<file path="src/rtl/silencer_settings_fetch.sv">
`default_nettype none
// ============================================================================
// Module   : silencer_settings_fetch
// Brief    : Fetches five silencer configuration words from the control BRAM
//            on host request, validates them and publishes them as a
//            silencer_settings_t record with a one-cycle UPDATE strobe.
// Revision : 1.0 - initial release
// ============================================================================

package silencer_settings_pkg;
   typedef struct packed {
      logic        UPDATE;
      logic        MODE;
      logic [15:0] UPDATE_RATE_INTENSITY;
      logic [15:0] UPDATE_RATE_PHASE;
      logic [15:0] COMPLETION_STEPS_INTENSITY;
      logic [15:0] COMPLETION_STEPS_PHASE;
   } silencer_settings_t;
endpackage

module silencer_settings_fetch
   import silencer_settings_pkg::*;
#(
   parameter logic [7:0] BASE_ADDR  = 8'h40,
   parameter int         RD_LATENCY = 2
) (
   input  logic               CLK,
   input  logic               RST,
   input  logic               REQ,
   output logic               BRAM_EN,
   output logic [7:0]         BRAM_ADDR,
   input  logic [15:0]        BRAM_DOUT,
   output silencer_settings_t SILENCER_SETTINGS,
   output logic               BUSY,
   output logic               ERR
);

   localparam logic [1:0] IDLE   = 2'd0;
   localparam logic [1:0] FETCH  = 2'd1;
   localparam logic [1:0] CHECK  = 2'd2;
   localparam logic [1:0] COMMIT = 2'd3;

   localparam logic [2:0] LAST_WORD = 3'd4;

   logic [1:0]            state;
   logic                  pending;
   logic                  rd_en;
   logic [2:0]            rd_idx;

   // In-flight read tracking: one valid bit and word index per latency stage
   logic [RD_LATENCY-1:0] pipe_vld;
   logic [2:0]            pipe_idx [RD_LATENCY];
   logic                  capture;
   logic [2:0]            cap_idx;
   logic                  last_capture;

   logic                  sh_mode;
   logic [15:0]           sh_rate_int;
   logic [15:0]           sh_rate_phs;
   logic [15:0]           sh_steps_int;
   logic [15:0]           sh_steps_phs;
   logic                  cfg_ok;

   silencer_settings_t    settings;
   logic                  err_pulse;

   assign capture      = pipe_vld[RD_LATENCY-1];
   assign cap_idx      = pipe_idx[RD_LATENCY-1];
   assign last_capture = (state == FETCH) && capture && (cap_idx == LAST_WORD);

   assign BRAM_EN           = rd_en;
   assign BRAM_ADDR         = rd_en ? (BASE_ADDR + {5'd0, rd_idx}) : 8'h00;
   assign BUSY              = (state != IDLE);
   assign ERR               = err_pulse;
   assign SILENCER_SETTINGS = settings;

   // Control FSM: read issue, pending-request merge and back-to-back restart
   always_ff @(posedge CLK) begin
      if (RST) begin
         state   <= IDLE;
         pending <= 1'b0;
         rd_en   <= 1'b0;
         rd_idx  <= 3'd0;
      end else begin
         case (state)
            IDLE: begin
               if (REQ) begin
                  state  <= FETCH;
                  rd_en  <= 1'b1;
                  rd_idx <= 3'd0;
               end
            end
            FETCH: begin
               if (REQ) pending <= 1'b1;
               if (rd_en) begin
                  if (rd_idx == LAST_WORD) rd_en  <= 1'b0;
                  else                     rd_idx <= rd_idx + 3'd1;
               end
               if (last_capture) state <= CHECK;
            end
            CHECK: begin
               if (REQ) pending <= 1'b1;
               state <= COMMIT;
            end
            COMMIT: begin
               // A request arriving in this very cycle also restarts directly
               if (pending || REQ) begin
                  state   <= FETCH;
                  rd_en   <= 1'b1;
                  rd_idx  <= 3'd0;
                  pending <= 1'b0;
               end else begin
                  state <= IDLE;
               end
            end
            default: state <= IDLE;
         endcase
      end
   end

   // Capture shift register: follows each issued read until its data returns
   always_ff @(posedge CLK) begin
      if (RST) begin
         pipe_vld <= '0;
         for (int s = 0; s < RD_LATENCY; s++) pipe_idx[s] <= 3'd0;
      end else begin
         pipe_vld[0] <= rd_en;
         pipe_idx[0] <= rd_idx;
         for (int s = RD_LATENCY - 1; s > 0; s--) begin
            pipe_vld[s] <= pipe_vld[s-1];
            pipe_idx[s] <= pipe_idx[s-1];
         end
      end
   end

   // Shadow registers: returning words land here, never in the outputs
   always_ff @(posedge CLK) begin
      if (RST) begin
         sh_mode      <= 1'b0;
         sh_rate_int  <= 16'd0;
         sh_rate_phs  <= 16'd0;
         sh_steps_int <= 16'd0;
         sh_steps_phs <= 16'd0;
      end else if (capture) begin
         case (cap_idx)
            3'd0:    sh_mode      <= BRAM_DOUT[0];
            3'd1:    sh_rate_int  <= BRAM_DOUT;
            3'd2:    sh_rate_phs  <= BRAM_DOUT;
            3'd3:    sh_steps_int <= BRAM_DOUT;
            3'd4:    sh_steps_phs <= BRAM_DOUT;
            default: ;
         endcase
      end
   end

   // Validation: the fields that drive the selected mode must be non-zero
   always_comb begin
      cfg_ok = 1'b0;
      if (sh_mode) cfg_ok = (sh_steps_int != 16'd0) && (sh_steps_phs != 16'd0);
      else         cfg_ok = (sh_rate_int  != 16'd0) && (sh_rate_phs  != 16'd0);
   end

   // Publish on leaving CHECK so new fields and strobes are visible in COMMIT
   always_ff @(posedge CLK) begin
      if (RST) begin
         settings.UPDATE                     <= 1'b0;
         settings.MODE                       <= 1'b1;
         settings.UPDATE_RATE_INTENSITY      <= 16'd256;
         settings.UPDATE_RATE_PHASE          <= 16'd256;
         settings.COMPLETION_STEPS_INTENSITY <= 16'd10;
         settings.COMPLETION_STEPS_PHASE     <= 16'd40;
         err_pulse                           <= 1'b0;
      end else begin
         settings.UPDATE <= 1'b0;
         err_pulse       <= 1'b0;
         if (state == CHECK) begin
            if (cfg_ok) begin
               settings.UPDATE                     <= 1'b1;
               settings.MODE                       <= sh_mode;
               settings.UPDATE_RATE_INTENSITY      <= sh_rate_int;
               settings.UPDATE_RATE_PHASE          <= sh_rate_phs;
               settings.COMPLETION_STEPS_INTENSITY <= sh_steps_int;
               settings.COMPLETION_STEPS_PHASE     <= sh_steps_phs;
            end else begin
               err_pulse <= 1'b1;
            end
         end
      end
   end

endmodule
`default_nettype wire
</file>
<file path="config.mk">
export PLATFORM = sky130hd
export DESIGN_NAME = silencer_settings_fetch
export DESIGN_NICKNAME = d
export VERILOG_FILES = /design/src/rtl/silencer_settings_fetch.sv
export SDC_FILE = /design/constraint.sdc
export NUM_CORES = 1
export LEC_CHECK = 0
export CORE_MARGIN = 5
export CORE_UTILIZATION = 53
export CTS_CLUSTER_DIAMETER = 50
export DETAILED_ROUTE_END_ITERATION = 10
export PLACE_DENSITY = 0.81
export SYNTH_ARGS = -nofsm -noshare
export SYNTH_HDL_FRONTEND = slang
export SYNTH_SLANG_ARGS = --single-unit
</file>
<file path="constraint.sdc">
create_clock -name CLK -period 1.8 [get_ports CLK]
set_clock_uncertainty 0.1 [all_clocks]
set_input_delay 0.36 -clock CLK [delete_from_list [all_inputs] [get_ports CLK]]
set_output_delay 0.36 -clock CLK [all_outputs]
set_load 0.02 [all_outputs]
</file>
# == Yosys cells after proc, flatten, opt, wreduce, memory -nomap -nowiden ==
# Memories as Yosys holds them, arrays and structs flattened.
# Index checks and enable logic that the tools add are counted.
# word_totals
ff_bits,141
output_inout_bits,77
elab_cells,88
mem_count,1
in_bits,19
mem_bits_rw,6
# memory_table
memory,words,width,rd,rd_ports_with_merged_regs,wr,line_no,source
pipe_idx,2,3,2,0,2,52,logic [2:0] pipe_idx [RD_LATENCY];
# classes
n_eq_ne,14
n_reduce_logical,26
add_sub_neg,2
muxes,25
bitwise,3
# op_table
op,n
66-bit two-way mux,1
16-bit nonzero test,4
3-bit two-way mux,6
2-bit AND reduction,7
1-bit two-way mux,11
2-bit inequality test (second input constant),5
3-bit case mux with 3 select lines,1
7-bit by 3-bit adder with 8-bit output (first input constant),1
8-bit two-way mux,1
2-bit case mux with 4 select lines,1
3-bit by 2-bit == test with 1-bit output (second input constant),2
3-bit == test (second input constant),2
3-bit AND reduction,2
5-bit AND reduction,1
2-bit == test (second input constant),2
1-bit logical AND,4
2-bit two-way mux,2
2-bit nonzero test,2
2-bit OR reduction,2
3-bit by 1-bit adder with 3-bit output (second input constant),1
3-bit by 1-bit == test with 1-bit output (second input constant),1
3-bit zero test,1
1-bit case mux with 3 select lines,1
3-bit nonzero test,1
7 further kinds,8

# == Logic depth before layout (Yosys ltp) ==
# Gate-level depths: netlist of run 1.
# depth
ltp_word,5
ltp_mapped,7
depth_no_buf,7

# == Worst setup path before layout of run 1 ==
# No wires, ideal clock.
# synth_path
path_type,reg2reg
start,register pipe_vld[1]
end,register sh_rate_phs[10]
n_path_buf,2
t_arrival_ns,1.322
required_ns,1.568
setup_slack_ns,0.246
synth_period_minus_slack_ns,1.554
stages_incl_launch_ff,8
setup_time_ns,0.132
path_cell_list,dfxtp_1 -> nor2b_1 -> nand2_1 -> or2_2 -> clkbuf_1 -> buf_2 -> nand2_1 -> a21oi_1
# synth_between
elab_chain_len,1
# synth_rtl
element,line_no,source
from (decl),51,logic [RD_LATENCY-1:0] pipe_vld;
"from (signal, indexed assignment)",130,pipe_vld[s] <= pipe_vld[s-1];
2-bit AND reduction (no line),--,
to (signal assigned),141,sh_rate_phs <= 16'd0;
to (signal assigned),148,3'd2: sh_rate_phs <= BRAM_DOUT;
to (decl),59,logic [15:0] sh_rate_phs;
# No other way between the ends.
# A chain may end at the register's enable or synchronous reset.

# == Worst setup path in the final report of run 1 ==
# layout_path
start,register sh_steps_phs[9]
end,register settings (netlist bit SILENCER_SETTINGS[62])
# layout_between
elab_chain_len,4
# layout_rtl
element,line_no,source
from (decl),61,logic [15:0] sh_steps_phs;
from (signal assigned),143,sh_steps_phs <= 16'd0;
from (signal assigned),150,3'd4: sh_steps_phs <= BRAM_DOUT;
16-bit nonzero test,159,if (sh_mode) cfg_ok = (sh_steps_int != 16'd0) && (sh_steps_phs != 16'd0);
1-bit logical AND,159,
1-bit two-way mux,159,
2-bit AND reduction (no line),--,
to (decl),64,silencer_settings_t settings;
# No other way between the ends.

==> results of run 1 <==
==> power groups by stage <==
| stage | Sequential, W | Clock [W] | Combinational (W) |
|---|---|---|---|
| 2_1_floorplan | 0.00345 | 0 | 0.000469 |
| 3_3_place_gp | 0.00344 | 0 | 0.000754 |
| 3_5_place_dp | 0.00345 | 0 | 0.000795 |
| 4_1_cts | 0.00338 | 0.00329 | 0.000809 |
| 5_1_grt | 0.00339 | 0.00343 | 0.000976 |
| 6_report | 0.00339 | 0.00325 | 0.000920 |
==> layout make-up <==
class / instances / area [sq um]
inverters: 6 / 22.52
flip-flops and latches: 147 / 2950
repair buffers: 181 / 1612
clock buffers: 24 / 481.7
clock inverters: 6 / 55.05
well taps: 143 / 178.9
multi-input cells: 481 / 2990
fillers: 823 / 2982
==> what timing repair did <==
action / CTS / global route
pin swaps: 4 / 7
setup endpoints to repair: 123 / 74
endpoints found under the hold margin: 0 / 0
resized for setup: 87 / 25
buffers inserted: 3 / 4
cloned: 2 / 1
==> flip-flops by register name (all words and copies together) (netlist names) <==
register,cells
SILENCER_SETTINGS,66
sh_rate_int,16
sh_rate_phs,16
sh_steps_int,16
sh_steps_phs,16
pipe_idx,6
rd_idx,3
pipe_vld,2
state,2
BRAM_EN,1
ERR,1
pending,1
sh_mode,1
==> metal layers <==
layer | vias up | routed length, um
met5 | - | 0
met4 | 0 | 505
met3 | 39 | 923
met2 | 165 | 7760
met1 | 2474 | 6878
li1 | 2531 | -
==> path summary, 6_finish.rpt <==
| path | from | to | depth (start not counted) |
|---|---|---|---|
| setup / recovery | sh_steps_phs[9] | SILENCER_SETTINGS[62] | 7 |
| hold reg to reg | pipe_idx[0][0] | pipe_idx[0][3] | 1 |
| setup reg to reg | sh_steps_phs[9] | SILENCER_SETTINGS[62] | 7 |
| hold / removal | RST | sh_steps_phs[9] | 2 |
==> cell families (layout without fill, tap and decap cells) <==
kind of cell / after synthesis / after routing / share of synthesized area (%)
adder cells (fa/ha/maj): 7 / 7 / 1.453
AO/OA/AOI/OAI: 80 / 81 / 6.913
flip-flops: 147 / 147 / 48.83
multiplexers: 65 / 65 / 10.80
other: 1 / 4 / 0.06222
buffers and inverters: 54 / 217 / 4.484
AND/OR/NAND/NOR: 324 / 324 / 27.47
==> layout by cell type (no fill, tap or decap), types with 3 or more instances in the layout <==
cell,count
clkbuf_1,4
buf_4,82
dfxtp_1,141
and2_1,4
clkbuf_16,18
inv_1,5
dfxtp_2,6
nor4_2,5
o21ai_0,3
nor2b_1,8
buf_12,4
dlygate4sd2_1,70
conb_1,4
nand4_1,6
nor4_4,4
nor4_1,7
a21oi_1,70
nand2_1,134
clkbuf_8,3
nand2b_1,118
mux2i_1,64
clkdlybuf4s50_1,17
nor2_1,21
clkinv_2,5
ha_1,6
nand3_1,3
==> per-stage QoR <==
| stage | cells | setup WS [ps] | power [W] | utilization (%) | cell area [sq um] |
|---|---|---|---|---|---|
| 6_report | 988 | -27.23 | 0.007557 | 73.55 | 8290 |
| 5_1_grt | 988 | -87.03 | 0.007800 | 73.55 | 8290 |
| 4_1_cts | 985 | -44.11 | 0.007480 | 72.58 | 8182 |
| 3_5_place_dp | 950 | -84.64 | 0.004241 | 67.37 | 7594 |
| 3_3_place_gp | 950 | 46.82 | 0.004192 | 67.37 | 7594 |
| 2_1_floorplan | 681 | 245.9 | 0.003921 | - | 6038 |
==> worst max-delay path, cell delays in order, from the launching register on <==
cell	delay, ps
dfxtp_1	310
nor4_1	400
nand4_1	200
nand3_2	180
a21boi_4	90
buf_6	150
buf_12	150
mux2i_1	120
==> key figures, run 1 <==
Yosys
  – Avg Inst Size Synth: 8.889 sq um
  – Seq/Total Area, Yosys: 48.83%
  – Ys async rst share: 0%
  – Top post-synthesis cells by area: dfxtp_1 49%, nand2b_1 12%, mux2i_1 11%
  – Area share of the leading cell type in the synthesized netlist: 48.83%
  – Most used DFF post-synth: dfxtp_1
  – Yosys top cell by area: dfxtp_1
  – EDFF count, synth: 0
  – Library cells used by synthesis: 32
  – Post-Syn Area: 6027 sq um
  – Yosys warnings: 0
  – Count leader, synth: dfxtp_1
  – Synth cell count leaders: 147 x dfxtp_1, 134 x nand2_1, 118 x nand2b_1
  – Yosys reg bits: 147
  – Synth Instances: 678

Power and ir drop
  – LEAKAGE: 3.309 nW
  – Switching Fraction: 24.53%
  – Clock power share: 43.0%
  – Flop pwr share: 44.8%
  – Peak supply drop: 0.0005867 V
  – NetSw: 0.001854 W
  – Pwr Density: 911.5 nW/um^2
  – Internal power: 0.005703 W
  – Combinational share of power: 12.2%

Placement
  – Hpwl dp: 10430 um
  – Final GP Congestion: 0.8494
  – IO buf count: 91

Clock tree
  – Worst-Skew Late Latency: 420 ps
  – Clk sinks: 147
  – CTS tree: built
  – Maximum clock insertion buffer count: 2
  – CTS buffer count: 17
  – H-tree level count: 4
  – Post-CTS Hold Buffers: 0
  – Clock slew at reported path FFs: 60 ps
  – Root buf cell: clkbuf_16

Hold path
  – Hold Path Class: in2reg

GRT
  – Pin count of the biggest net entering global routing: 73
  – Antenna violations before repair: 0
  – Total GRT Usage: 23.91%
  – Total gr overflow: 0
  – GR Layer Usage met2: 39.70%
  – Grt met1 use: 29.37%
  – Vias in the first global route: 5201
  – M3 GR Usage: 5.389%
  – First-pass GRT wire length: 25050 um
  – Top Usage Layer GRT: met2

STA
  – Minimum clock period: 1827 ps
  – Hold Slack: 204.5 ps
  – Fin crit share: 101.5%
  – Setup WS post-layout: -27.23 ps
  – Max frequency: 547.3 MHz
  – Hold Violations, Final: 0
  – Final slew viol count: 0
  – RSZ-0062 raised after global routing: true
  – # setup viols final: 36
  – Setup TNS: -550.2 ps

Floorplanning
  – Core area: 11270 sq um
  – Die Wd: 116.6 um
  – Die H: 116.6 um
  – Row count: 39
  – Initial core utilization: 53.47%
  – # IOs: 96
  – DIE AREA: 13600 sq um

Flow run
  – Max Cap Viol: 0

Detailed routing
  – Drt total wl: 16070 um
  – Routed Antenna Nets: 0
  – Drt wl/cell: 16.26 um
  – Vias per cell: 5.272
  – Drt first pass iters: 5
  – Via count: 5209
  – DRC errors left: 0
  – Initial drt markers: 364

Critical path
  – Critical path peak fanout: 9
  – Arrival @ worst endpoint: 2040 ps
  – Critical path class: reg2reg
  – R2R setup slack: -30 ps
  – Worst setup SP type: flip-flop
  – Critical Path RT: 2010 ps
  – Setup crit end kind: flip-flop

Finish
  – Synth-to-Final Area Change: 37.55%
  – Final #Nets: 860
  – Share of cells above drive strength 1: 17.40%
  – ANT cells: 0

Outcome
  – Status: finished with violations
  – Failing checks: negative setup slack
Power figures use the tool's default switching activity.
==> run 2: changes to the inputs <==
--- a/config.mk
+++ b/config.mk
@@ -7,7 +7,6 @@
 export LEC_CHECK = 0
 export CORE_MARGIN = 5
 export CORE_UTILIZATION = 53
-export CTS_CLUSTER_DIAMETER = 50
 export DETAILED_ROUTE_END_ITERATION = 10
 export PLACE_DENSITY = 0.81
 export SYNTH_ARGS = -nofsm -noshare
==> results of run 2 <==
No change in the layout: final DEF, timing and power equal those of run 1.
==> run 3: changes to the inputs <==
--- a/config.mk
+++ b/config.mk
@@ -5,10 +5,12 @@
 export SDC_FILE = /design/constraint.sdc
 export NUM_CORES = 1
 export LEC_CHECK = 0
-export CORE_MARGIN = 5
+export CORE_MARGIN = 1.5
 export CORE_UTILIZATION = 53
 export DETAILED_ROUTE_END_ITERATION = 10
 export PLACE_DENSITY = 0.81
+export REMOVE_ABC_BUFFERS = 1
+export SLEW_MARGIN = 20
 export SYNTH_ARGS = -nofsm -noshare
 export SYNTH_HDL_FRONTEND = slang
 export SYNTH_SLANG_ARGS = --single-unit
==> run 3 against run 2 <==
  * The run now ends clean
  * Sequential cell count unchanged
  * Combinational power fell by 11%
  * Final area decreased by 6.2%
  * Largest cell class is now flip-flops and latches
  * Largest power group is now clock
==> key figures, run 3 (synthesis gave the netlist of run 1 again) <==
Outcome
  – Status: complete, no violations (was finished with violations)

Floorplanning
  – Die H: 109.6 um (was 116.6 um)
  – DIE AREA: 12020 sq um (was 13600 sq um)
  – Row count: 38 (was 39)
  – Core area: 10980 sq um (was 11270 sq um)
  – # IOs: 96 (unchanged)
  – Initial core utilization: 54.88% (was 53.47%)
  – Die Wd: 109.6 um (was 116.6 um)

Clock tree
  – Root buf cell: clkbuf_16 (unchanged)
  – H-tree level count: 4 (unchanged)
  – CTS buffer count: 17 (unchanged)
  – Clock slew at reported path FFs: 60 ps (about the same)
  – Setup Buffers After CTS: 0 (was 3)
  – Worst-Skew Late Latency: 420 ps (about the same)
  – Post-CTS Hold Buffers: 0 (unchanged)
  – Maximum clock insertion buffer count: 2 (unchanged)
  – Clk sinks: 147 (unchanged)
  – CTS tree: built (unchanged)

Detailed routing
  – Vias per cell: 5.404 (was 5.272)
  – Routed Antenna Nets: 0 (unchanged)
  – DRC errors left: 0 (unchanged)
  – Via count: 5004 (was 5209)
  – Initial drt markers: 277 (was 364)
  – Drt total wl: 14740 um (was 16070 um)
  – Drt wl/cell: 15.92 um (was 16.26 um)
  – Drt first pass iters: 5 (unchanged)

Finish
  – Max reg flops: 66 (unchanged)
  – Fill count: 783 (was 823)
  – Final #Nets: 799 (was 860)
  – ANT cells: 0 (unchanged)
  – Share of cells above drive strength 1: 12.72% (was 17.40%)
  – Post-route cell area: 7780 sq um (was 8290 sq um)
  – Most common cell after layout, fill and taps aside: nand2_1 (was dfxtp_1)
  – Synth-to-Final Area Change: 29.08% (was 37.55%)
  – Most frequent cells in the layout: 134 x nand2_1, 129 x dfxtp_1, 118 x nand2b_1 (was 141 x dfxtp_1, 134 x nand2_1, 118 x nand2b_1)
  – Final Util: 70.84% (was 73.55%)

STA
  – Max frequency: 562.3 MHz (was 547.3 MHz)
  – Minimum clock period: 1778 ps (was 1827 ps)
  – # setup viols final: 0 (was 36)
  – Final slew viol count: 0 (unchanged)
  – Hold Violations, Final: 0 (unchanged)
  – Setup WS post-layout: 21.69 ps (was -27.23 ps)
  – Hold Slack: 245.9 ps (was 204.5 ps)
  – Fin crit share: 98.79% (was 101.5%)
  – RSZ-0062 raised after global routing: true (unchanged)

GRT
  – Vias in the first global route: 4788 (was 5201)
  – Antenna violations before repair: 0 (unchanged)
  – First-pass GRT wire length: 23270 um (was 25050 um)
  – Total GRT Usage: 25.50% (was 23.91%)
  – Pin count of the biggest net entering global routing: 77 (was 73)
  – Total gr overflow: 0 (unchanged)

Critical path
  – Arrival @ worst endpoint: 2010 ps (was 2040 ps)
  – Critical path peak fanout: 13 (was 9)
  – Critical path class: reg2reg (unchanged)
  – Crit path from: sh_steps_int[5] (was sh_steps_phs[9])
  – R2R depth: 7 (unchanged)
  – Worst setup SP type: flip-flop (unchanged)
  – Critical Path RT: 2030 ps (was 2010 ps)
  – Setup crit end kind: flip-flop (unchanged)
  – R2r startpoint: sh_steps_int[5] (was sh_steps_phs[9])

Hold path
  – HP Start: RST (unchanged)
  – Hold depth: 2 (unchanged)
  – Hold Path Class: in2reg (unchanged)

Placement
  – Worst slack, placed: -60.36 ps (was -84.64 ps)
  – Placed cell areas: 7167 sq um (was 7594 sq um)
  – Final GP Congestion: 0.8438 (was 0.8494)
  – Hpwl dp: 9849 um (was 10430 um)
  – IO buf count: 91 (unchanged)

Power and ir drop
  – LEAKAGE: 2.948 nW (was 3.309 nW)
  – Peak supply drop: 0.0007648 V (was 0.0005867 V)
  – Pwr Density: 992.4 nW/um^2 (was 911.5 nW/um^2)

Flow run
  – Max Cap Viol: 0 (unchanged)
run 3: cell count changes in the layout (fill, tap and decap cells not counted), sizes merged:
cell	before	now
bufinv	1	2
a21boi	3	2
clkinvlp	0	6
clkinv	5	3
clkbuf	25	18
buf	91	32
inv	6	9
run 3: what timing repair did:
action / in CTS / in global routing
resized for setup: 82 / 32
pin swaps: 0 / 1
endpoints found under the setup margin: 139 / 73
gates cloned: 0 / 0
run 3: worst paths after layout:
kind	to	slack (ps)
hold reg to reg	pipe_idx[0][5]	340
hold / removal	sh_mode	250
setup reg to reg	SILENCER_SETTINGS[63]	20
setup / recovery	SILENCER_SETTINGS[63]	20
run 3: cell type report:
class                      instances  area [sq um]  area share (%)
timing repair buffer             121          1107           14.23
clock inverter                    14         153.9           1.978
multi-input combinational        480          2917           37.49
tap                              140         175.2           2.252
sequential                       147          2965           38.12
inverter                           6         22.52          0.2895
clock buffer                      18         439.2           5.645
run 3: per-stage QoR:
step,setup TNS [ps],std cells,power (W)
6_report,0,926,0.007721
5_1_grt,-2073,926,0.007975
4_1_cts,0,926,0.007680
3_5_place_dp,-777.6,894,0.004226
3_3_place_gp,-648.7,894,0.004186
2_1_floorplan,-260570,633,0.003852
run 3: worst max-delay path, stage by stage (launching register included):
cell and delay [ps]:
dfxtp_1 360, nor4_2 70, buf_4 130, nand4_1 110
nand3_2 110, a21boi_4 330, buf_8 230, mux2i_1 250
run 3: where the power goes:
group,switching (W),internal [W],leakage [nW]
Clock,0.00143,0.00209,0.272
Combinational,0.000466,0.000357,1.48
Sequential,0.0000551,0.00332,1.19
Total,0.00195,0.00577,2.95
run 3: layer usage:
layer  vias up  track usage (%)  routed length (um)
met1      2372            32.04                6297
met4         0            10.39                 322
met3        33            6.402                 989
met5         -                0                   0
li1       2417                -                   -
met2       182            41.79                7133
